==> config.mk <==
export PLATFORM = sky130hd
export DESIGN_NAME = mips_cpu_muldiv
export DESIGN_NICKNAME = d
export VERILOG_FILES = /design/src/rtl/mips_cpu_muldiv.sv
export SDC_FILE = /design/constraint.sdc
export NUM_CORES = 1
export LEC_CHECK = 0
export BUFFER_PORTS_ARGS = -buffer_cell sky130_fd_sc_hd__buf_2
export CAP_MARGIN = 5
export CELL_PAD_IN_SITES_DETAIL_PLACEMENT = 1
export CELL_PAD_IN_SITES_GLOBAL_PLACEMENT = 1
export CORE_MARGIN = 5
export CORE_UTILIZATION = 46
export DETAILED_ROUTE_END_ITERATION = 8
export GPL_TIMING_DRIVEN = 0
export MAX_ROUTING_LAYER = met4
export PLACE_DENSITY_LB_ADDON = 0.1
export SETUP_SLACK_MARGIN = 0.02
export SLEW_MARGIN = 20
export SYNTH_ARGS = -nofsm -noshare
export SYNTH_HDL_FRONTEND = slang
export SYNTH_SLANG_ARGS = --single-unit
export TNS_END_PERCENT = 50
==> constraint.sdc <==
create_clock -name clk -period 35.1 [get_ports clk]
set_input_delay 3.51 -clock clk [delete_from_list [all_inputs] [get_ports clk]]
set_output_delay 3.51 -clock clk [all_outputs]
set_load 0.01 [all_outputs]
==> src/rtl/mips_cpu_muldiv.sv <==
// rtl/mips_cpu_muldiv.sv - radix-2 iterative MIPS multiply/divide unit owning HI/LO (optional MULDIV_EARLY_TERM_EN)
module mips_cpu_muldiv #(
  parameter int WIDTH = 32,
  localparam int CNT_W = $clog2(WIDTH + 1)
) (
  input  logic             clk,
  input  logic             reset,
  input  logic             clk_enable,
  input  logic             start,
  input  logic [1:0]       op,
  input  logic [WIDTH-1:0] op_a,
  input  logic [WIDTH-1:0] op_b,
  input  logic             mthi,
  input  logic             mtlo,
  input  logic [WIDTH-1:0] mt_data,
  output logic             busy,
  output logic             done,
  output logic             div_zero,
  output logic [WIDTH-1:0] hi,
  output logic [WIDTH-1:0] lo
);

  typedef enum logic [1:0] {IDLE, CALC, FIX} state_t;

  state_t state, state_next;

  // op[1] selects divide, op[0] selects unsigned
  logic             op_div;
  logic             op_signed;
  logic [WIDTH-1:0] mag_a;
  logic [WIDTH-1:0] mag_b;

  logic               is_div;
  logic               by_zero;
  logic               sign_q;
  logic               sign_r;
  logic [CNT_W-1:0]   count;
  logic [2*WIDTH-1:0] mcand;
  logic [2*WIDTH-1:0] acc;
  logic [WIDTH-1:0]   mplier;
  logic [WIDTH-1:0]   rem;
  logic [WIDTH-1:0]   quo;
  logic [WIDTH-1:0]   divisor;
  logic [WIDTH-1:0]   a_saved;

  logic [WIDTH:0]     rem_shift;
  logic [WIDTH-1:0]   rem_sub;
  logic               rem_ge;
  logic               last_iter;

  assign op_div    = op[1];
  assign op_signed = ~op[0];
  // Negating the most negative value wraps to itself, which is the correct unsigned magnitude
  assign mag_a     = (op_signed && op_a[WIDTH-1]) ? -op_a : op_a;
  assign mag_b     = (op_signed && op_b[WIDTH-1]) ? -op_b : op_b;

  // Restoring divide step; the subtract result always fits WIDTH bits when taken
  assign rem_shift = {rem, quo[WIDTH-1]};
  assign rem_ge    = rem_shift >= {1'b0, divisor};
  assign rem_sub   = rem_shift[WIDTH-1:0] - divisor;

`ifdef MULDIV_EARLY_TERM_EN
  assign last_iter = (count == CNT_W'(WIDTH - 1)) || (!is_div && mplier[WIDTH-1:1] == '0);
`else
  assign last_iter = (count == CNT_W'(WIDTH - 1));
`endif

  // State register
  always_ff @(posedge clk or posedge reset) begin
    if (reset) begin
      state <= IDLE;
    end else if (clk_enable) begin
      state <= state_next;
    end
  end

  // Next-state selection
  always_comb begin
    state_next = state;
    case (state)
      IDLE: begin
        if (start) begin
          if (op_div && op_b == '0) begin
            state_next = FIX;
          end
`ifdef MULDIV_EARLY_TERM_EN
          else if (!op_div && mag_b == '0) begin
            state_next = FIX;
          end
`endif
          else begin
            state_next = CALC;
          end
        end
      end
      CALC:    if (last_iter) state_next = FIX;
      FIX:     state_next = IDLE;
      default: state_next = IDLE;
    endcase
  end

  // Datapath, HI/LO and handshake outputs
  always_ff @(posedge clk or posedge reset) begin
    if (reset) begin
      busy     <= 1'b0;
      done     <= 1'b0;
      div_zero <= 1'b0;
      hi       <= '0;
      lo       <= '0;
      is_div   <= 1'b0;
      by_zero  <= 1'b0;
      sign_q   <= 1'b0;
      sign_r   <= 1'b0;
      count    <= '0;
      mcand    <= '0;
      acc      <= '0;
      mplier   <= '0;
      rem      <= '0;
      quo      <= '0;
      divisor  <= '0;
      a_saved  <= '0;
    end else if (clk_enable) begin
      busy <= (state_next != IDLE);
      done <= 1'b0;
      case (state)
        IDLE: begin
          if (start) begin
            is_div   <= op_div;
            by_zero  <= op_div && (op_b == '0);
            sign_q   <= op_signed && (op_a[WIDTH-1] ^ op_b[WIDTH-1]);
            sign_r   <= op_signed && op_a[WIDTH-1];
            count    <= '0;
            mcand    <= {{WIDTH{1'b0}}, mag_a};
            acc      <= '0;
            mplier   <= mag_b;
            rem      <= '0;
            quo      <= mag_a;
            divisor  <= mag_b;
            a_saved  <= op_a;
            div_zero <= 1'b0;
          end else begin
            if (mthi) hi <= mt_data;
            if (mtlo) lo <= mt_data;
          end
        end
        CALC: begin
          count <= count + CNT_W'(1);
          if (is_div) begin
            rem <= rem_ge ? rem_sub : rem_shift[WIDTH-1:0];
            quo <= {quo[WIDTH-2:0], rem_ge};
          end else begin
            if (mplier[0]) acc <= acc + mcand;
            mcand  <= mcand << 1;
            mplier <= mplier >> 1;
          end
        end
        FIX: begin
          done <= 1'b1;
          if (by_zero) begin
            hi       <= a_saved;
            lo       <= '1;
            div_zero <= 1'b1;
          end else if (is_div) begin
            lo <= sign_q ? -quo : quo;
            hi <= sign_r ? -rem : rem;
          end else begin
            {hi, lo} <= sign_q ? -acc : acc;
          end
        end
        default: ;
      endcase
    end
  end

endmodule

======== After elaboration in Yosys (flattened, before gate mapping) ========
Index checks and enable logic that the tools add are counted.
cells by class
  reduce and logical (&&, ||, !) cells .... 17
  $add $sub $neg .......................... 8
  shift operators ......................... 0
  magnitude comparators ................... 1
  eq/ne operators ......................... 11
  mux-type cells .......................... 42
  multiply operators ...................... 0
  bitwise operators ....................... 2
  div/mod/pow operators ................... 0
operator list
  kind                 number
  $mux 32              19
  $mux 64              6
  $pmux 32 s2          5
  $pmux 64 s2          2
  $neg 32->32          4
  $add 64x64->64       1
  $neg 64->64          1
  $ge 33x32->1         1
  $logic_not 32->1     1
  $sub 32x32->32       1
  $reduce_and 4->1     5
  $ne 2x2->1 const B   8
  $pmux 6 s2           1
  $add 6x1->6 const B  1
  $eq 6x5->1 const B   1
  $mux 2               3
  $mux 6               1
  $reduce_and 3->1     2
  $reduce_bool 2->1    3
  $reduce_and 5->1     1
  $logic_and 1x1->1    4
  $pmux 2 s2           1
  $mux 1               3
  $eq 2x1->1 const B   1
  5 further kinds      5
storage, ports and cells
  latch bits .............................. 0
  bits in read-only memories .............. 0
  bits in registers ....................... 367
  memories ................................ 0
  RAM bits ................................ 0

======== Longest topological paths before layout ========
  depth after elaboration ................. 6
  gate-level depth with buffers ........... 15

======== Least setup slack after synthesis ========
No wires, ideal clock.
  path kind ............................... input -> register
  start point ............................. input port op_a[9]
  end point ............................... register mcand[30]
  path buffers ............................ 0
  setup slack ............................. 29.285 ns
  setup time .............................. 0.136 ns
  stages on the path ...................... 11
  data arrival time ....................... 5.680 ns
  path through ............................ or4_1 > nor2_1 > nand2_1 > nor4_2 > a31oi_1 > nand2b_1 > o41ai_1 > xor2_1 > nor2_1 > a21oi_1 > o21ai_0
on the way
  word-level cells in the longest chain between the ends .. 4
ends and longest elaborated chain
  what                  RTL line  RTL
  start, declared       11        input logic [WIDTH-1:0] op_a,
  $neg 32->32           54        assign mag_a = (op_signed && op_a[WIDTH-1]) ? -op_a : op_a;
  $mux 32               54
  $mux 64               127       if (start) begin
  $pmux 64 s2           125       case (state)
  end signal, assigned  133       mcand <= {{WIDTH{1'b0}}, mag_a};
  end signal, assigned  153       mcand <= mcand << 1;
  end, declared         38        logic [2*WIDTH-1:0] mcand;
No other way between the ends. The select of a mux whose other input is x is not followed.
A chain may end at the register's enable or synchronous reset.

======== Worst setup path in the final report ========
  start point ............................. input port clk_enable
  end point ............................... register mcand[1]
on the way
  word-level cells in the longest chain between the ends .. 1
ends and longest elaborated chain
  what                               RTL line  RTL
  start, declared                    8         input logic clk_enable,
  $reduce_and 4->1 (no source line)  --
No other way between the ends.

==> results.txt <==
max_cap viols: 0
Remaining Overflow, GRT: 0
wire per inst: 26.5 µm
R2R Setup Slk: 30440 ps
Buf+Inv Stages, Crit Path: 3
Top Ports: 171
DRT Pass-1 Iters: 6
Hold Startpoint: divisor[8]$_DFFE_PP0P_
Hold Path Stages: 2
TNS Setup: 0 ps
post-synthesis cell count: 3058
Tot Pwr: 2.63 mW
# DRC: 0
Final Routed Wirelength: 106 mm
initial core utilization: 46.1%
post-synthesis cell type count: 84
Skew-Pair Late Insertion Delay: 600 ps
Hold WS: 480 ps
met2 wire length: 48.1 mm
Syn Nets: 3265
leading cell type in the layout, fill and taps excluded: nand2_1
r2r endpoint: acc[63]$_DFFE_PP0P_
H-tree levels: 2
largest net degree at the start of global routing: 100
DPL Wire Length: 84.2 mm
top_reg_cell synth: dfrtp_1
Layout Skew: 27.5 ps
buffer depth of the longest clock path: 3
post-cts sizing count: 0
Final Hold Fails: 0
cells along the critical path: clkbuf_1 > nor2b_1 > o21ai_0 > a21oi_1 > clkbuf_1 > buf_1 > o21ai_0
P&R area growth vs syn: 13.8%
Worst Reg2Reg Path Length in Cells: 13
Post-CTS Setup Bufs: 0
DR top layer: met4
Startpoint Class: input port
gpl congestion: 0.999
cts bufs inserted: 46
Max-slew headroom: 17.8%
Core ar.: 0.0535 mm²
CP max stage cell: buf_1
die height: 242 µm
filler instances: 6615
Site Rows: 85
synthesized flop and latch total: 367
met3 WL post-DR: 7.42 mm
Vias: 25200
CTS Hold Buffers Added: 0
vias in the first global route: 25600
clock sink total: 367
worst r2r src: acc[28]$_DFFE_PP0P_
Post-synth EDFFs: 0
unrepaired setup endpoints after global routing: false
root buf cell: clkbuf_16
part of the cycle the worst path needs: 19.6%
die width: 242 µm
first-pass GRT wire length: 159 mm
Peak Freq: 145 MHz
Synth Area per Inst: 8.07 µm²
Crit Path Class: input port to flop
Worst Tran Pin Value: 1230 ps
Core Util, Final: 52.5%
final net count: 3487
delay-heaviest family, CP: buffers and inverters
worst hold path type: flop to flop
initial antenna violation count: 1
CTS clk-pin slew, worst paths: 50 ps
port bufs: 169
Final Setup Violations: 0
post-route minimum period: 6880 ps
required time of the critical path: 35500 ps
sink of the worst hold path: divisor[8]$_DFFE_PP0P_
Critical Path Fanout Max: 10
Worst Setup End Kind: flop
post-synthesis sequential area ratio: 37.2%
Initial DRC Count: 2186
YS warnings: 0
antenna viol nets, final: 0
CP arrival: 7280 ps
PwrDens: 93.4 mW/mm²
fraction of layout cells with a size suffix above 1: 8.84%
Max stage delay on crit path: 970 ps
DR vias/cell: 6.29
Metal-1 WL: 45.4 mm
Slew Viols, Final: 0
outcome: complete, no violations
CTS tree: done
total track usage: 36.0%
Synth Cell Area: 0.0247 mm²
most frequent cells in the layout: nand2_1, o21ai_0, dfrtp_1
ys async rst share: 100%
static leakage: 12.7 nW
Peak VDD IR: 47.8 µV
Die ar.: 0.0584 mm²
-- sequential cells by signal (all words and copies together), names as in the netlist, 2 cells and up --
name	count
a_saved	32
acc	64
count	6
divisor	32
hi	32
lo	32
mcand	64
mplier	32
quo	32
rem	32
state	2
-- cell type report --
type | count | area, µm² | area share (%)
diodes | 3 | 7.51 | 0.0267
clock buffers | 63 | 1340 | 4.75
well taps | 696 | 871 | 3.10
clock inverters | 19 | 235 | 0.837
multi-input cells | 2435 | 14600 | 51.8
inverters | 77 | 297 | 1.06
flip-flops and latches | 367 | 9180 | 32.7
repair buffers | 174 | 947 | 3.37
plain buffers | 179 | 676 | 2.40
-- through the flow --
step                      area, µm²  instances  setup WS (ps)
after floorplan               24700       3058          21400
after global placement        26400       3923          17010
after detailed placement      26500       3928          27790
after CTS                     28100       4010          28430
after global routing          28100       4011          28210
final                         28100       4013          28220
-- worst register-to-register path, stage by stage, from the launching register on --
cell and delay (ps):
dfrtp_1 560, ha_1 320, clkbuf_1 200, a2111o_1 400, a221o_1 300, and3b_1 180, a31oi_1 690, o2111a_1 350
nor2_1 120, a31oi_1 490, o21ai_1 160, a21oi_1 330, xnor2_1 130, a221o_1 300
-- cell usage after synthesis, drive strengths merged (23+ instances only) --
| cell | instances | share of area, % |
|---|---|---|
| a211oi | 25 | 0.78 |
| mux2i | 23 | 0.93 |
| o22ai | 33 | 0.84 |
| o211ai | 25 | 0.76 |
| nand2 | 539 | 8.2 |
| a21o | 62 | 1.9 |
| o31ai | 50 | 1.6 |
| xor2 | 108 | 3.8 |
| a22oi | 33 | 1.0 |
| o41ai | 25 | 0.99 |
| o21ai | 427 | 8.7 |
| or3 | 29 | 0.76 |
| nor3 | 33 | 0.71 |
| a21oi | 242 | 4.9 |
| nor2 | 195 | 3.0 |
| clkbuf | 160 | 2.4 |
| dfrtp | 367 | 37 |
| xnor2 | 156 | 5.5 |
| nor2b | 24 | 0.61 |
| inv | 77 | 1.2 |
| ha | 101 | 5.1 |
| nand2b | 27 | 0.71 |
| nand3 | 73 | 1.5 |
-- routing by layer --
| layer | global-route usage [%] | up-vias |
|---|---|---|
| li1 | - | 11300 |
| met5 | - | - |
| met2 | 56.1 | 942 |
| met4 | 15.3 | 0 |
| met3 | 4.81 | 215 |
| met1 | 47.7 | 12800 |
-- cells by family (layout without fill, tap and decap cells) --
group | after synthesis | after routing | share of synthesized area (%)
flip-flops | 367 | 367 | 37.2
AO/OA/AOI/OAI | 1008 | 1008 | 24.3
AND/OR/NAND/NOR | 1035 | 1035 | 18.8
XOR/XNOR | 264 | 264 | 9.37
adder cells (fa/ha/maj) | 103 | 103 | 5.28
multiplexers | 25 | 25 | 1.07
buffers and inverters | 256 | 512 | 3.91
other | 0 | 3 | 0
-- worst max path at each step --
stage | cells past startpoint | startpoint | endpoint | slack, ps
after detailed placement | 8 | clk_enable | mcand[36]$_DFFE_PP0P_ | 27790
final | 7 | clk_enable | mcand[1]$_DFFE_PP0P_ | 28220
after CTS | 8 | clk_enable | mcand[36]$_DFFE_PP0P_ | 28430
after floorplan | 1 | reset | a_saved[0]$_DFFE_PP0P_ | 21400
after global placement | 2 | reset | divisor[5]$_DFFE_PP0P_ | 17010
after global routing | 8 | clk_enable | mcand[38]$_DFFE_PP0P_ | 28210
-- report_power, final --
| part | internal (mW) | switching [mW] | total [mW] |
|---|---|---|---|
| Clock | 0.302 | 0.203 | 0.505 |
| Sequential | 0.577 | 0.188 | 0.765 |
| Combinational | 0.472 | 0.883 | 1.35 |
Note: power is estimated with default switching activity, not from simulation.
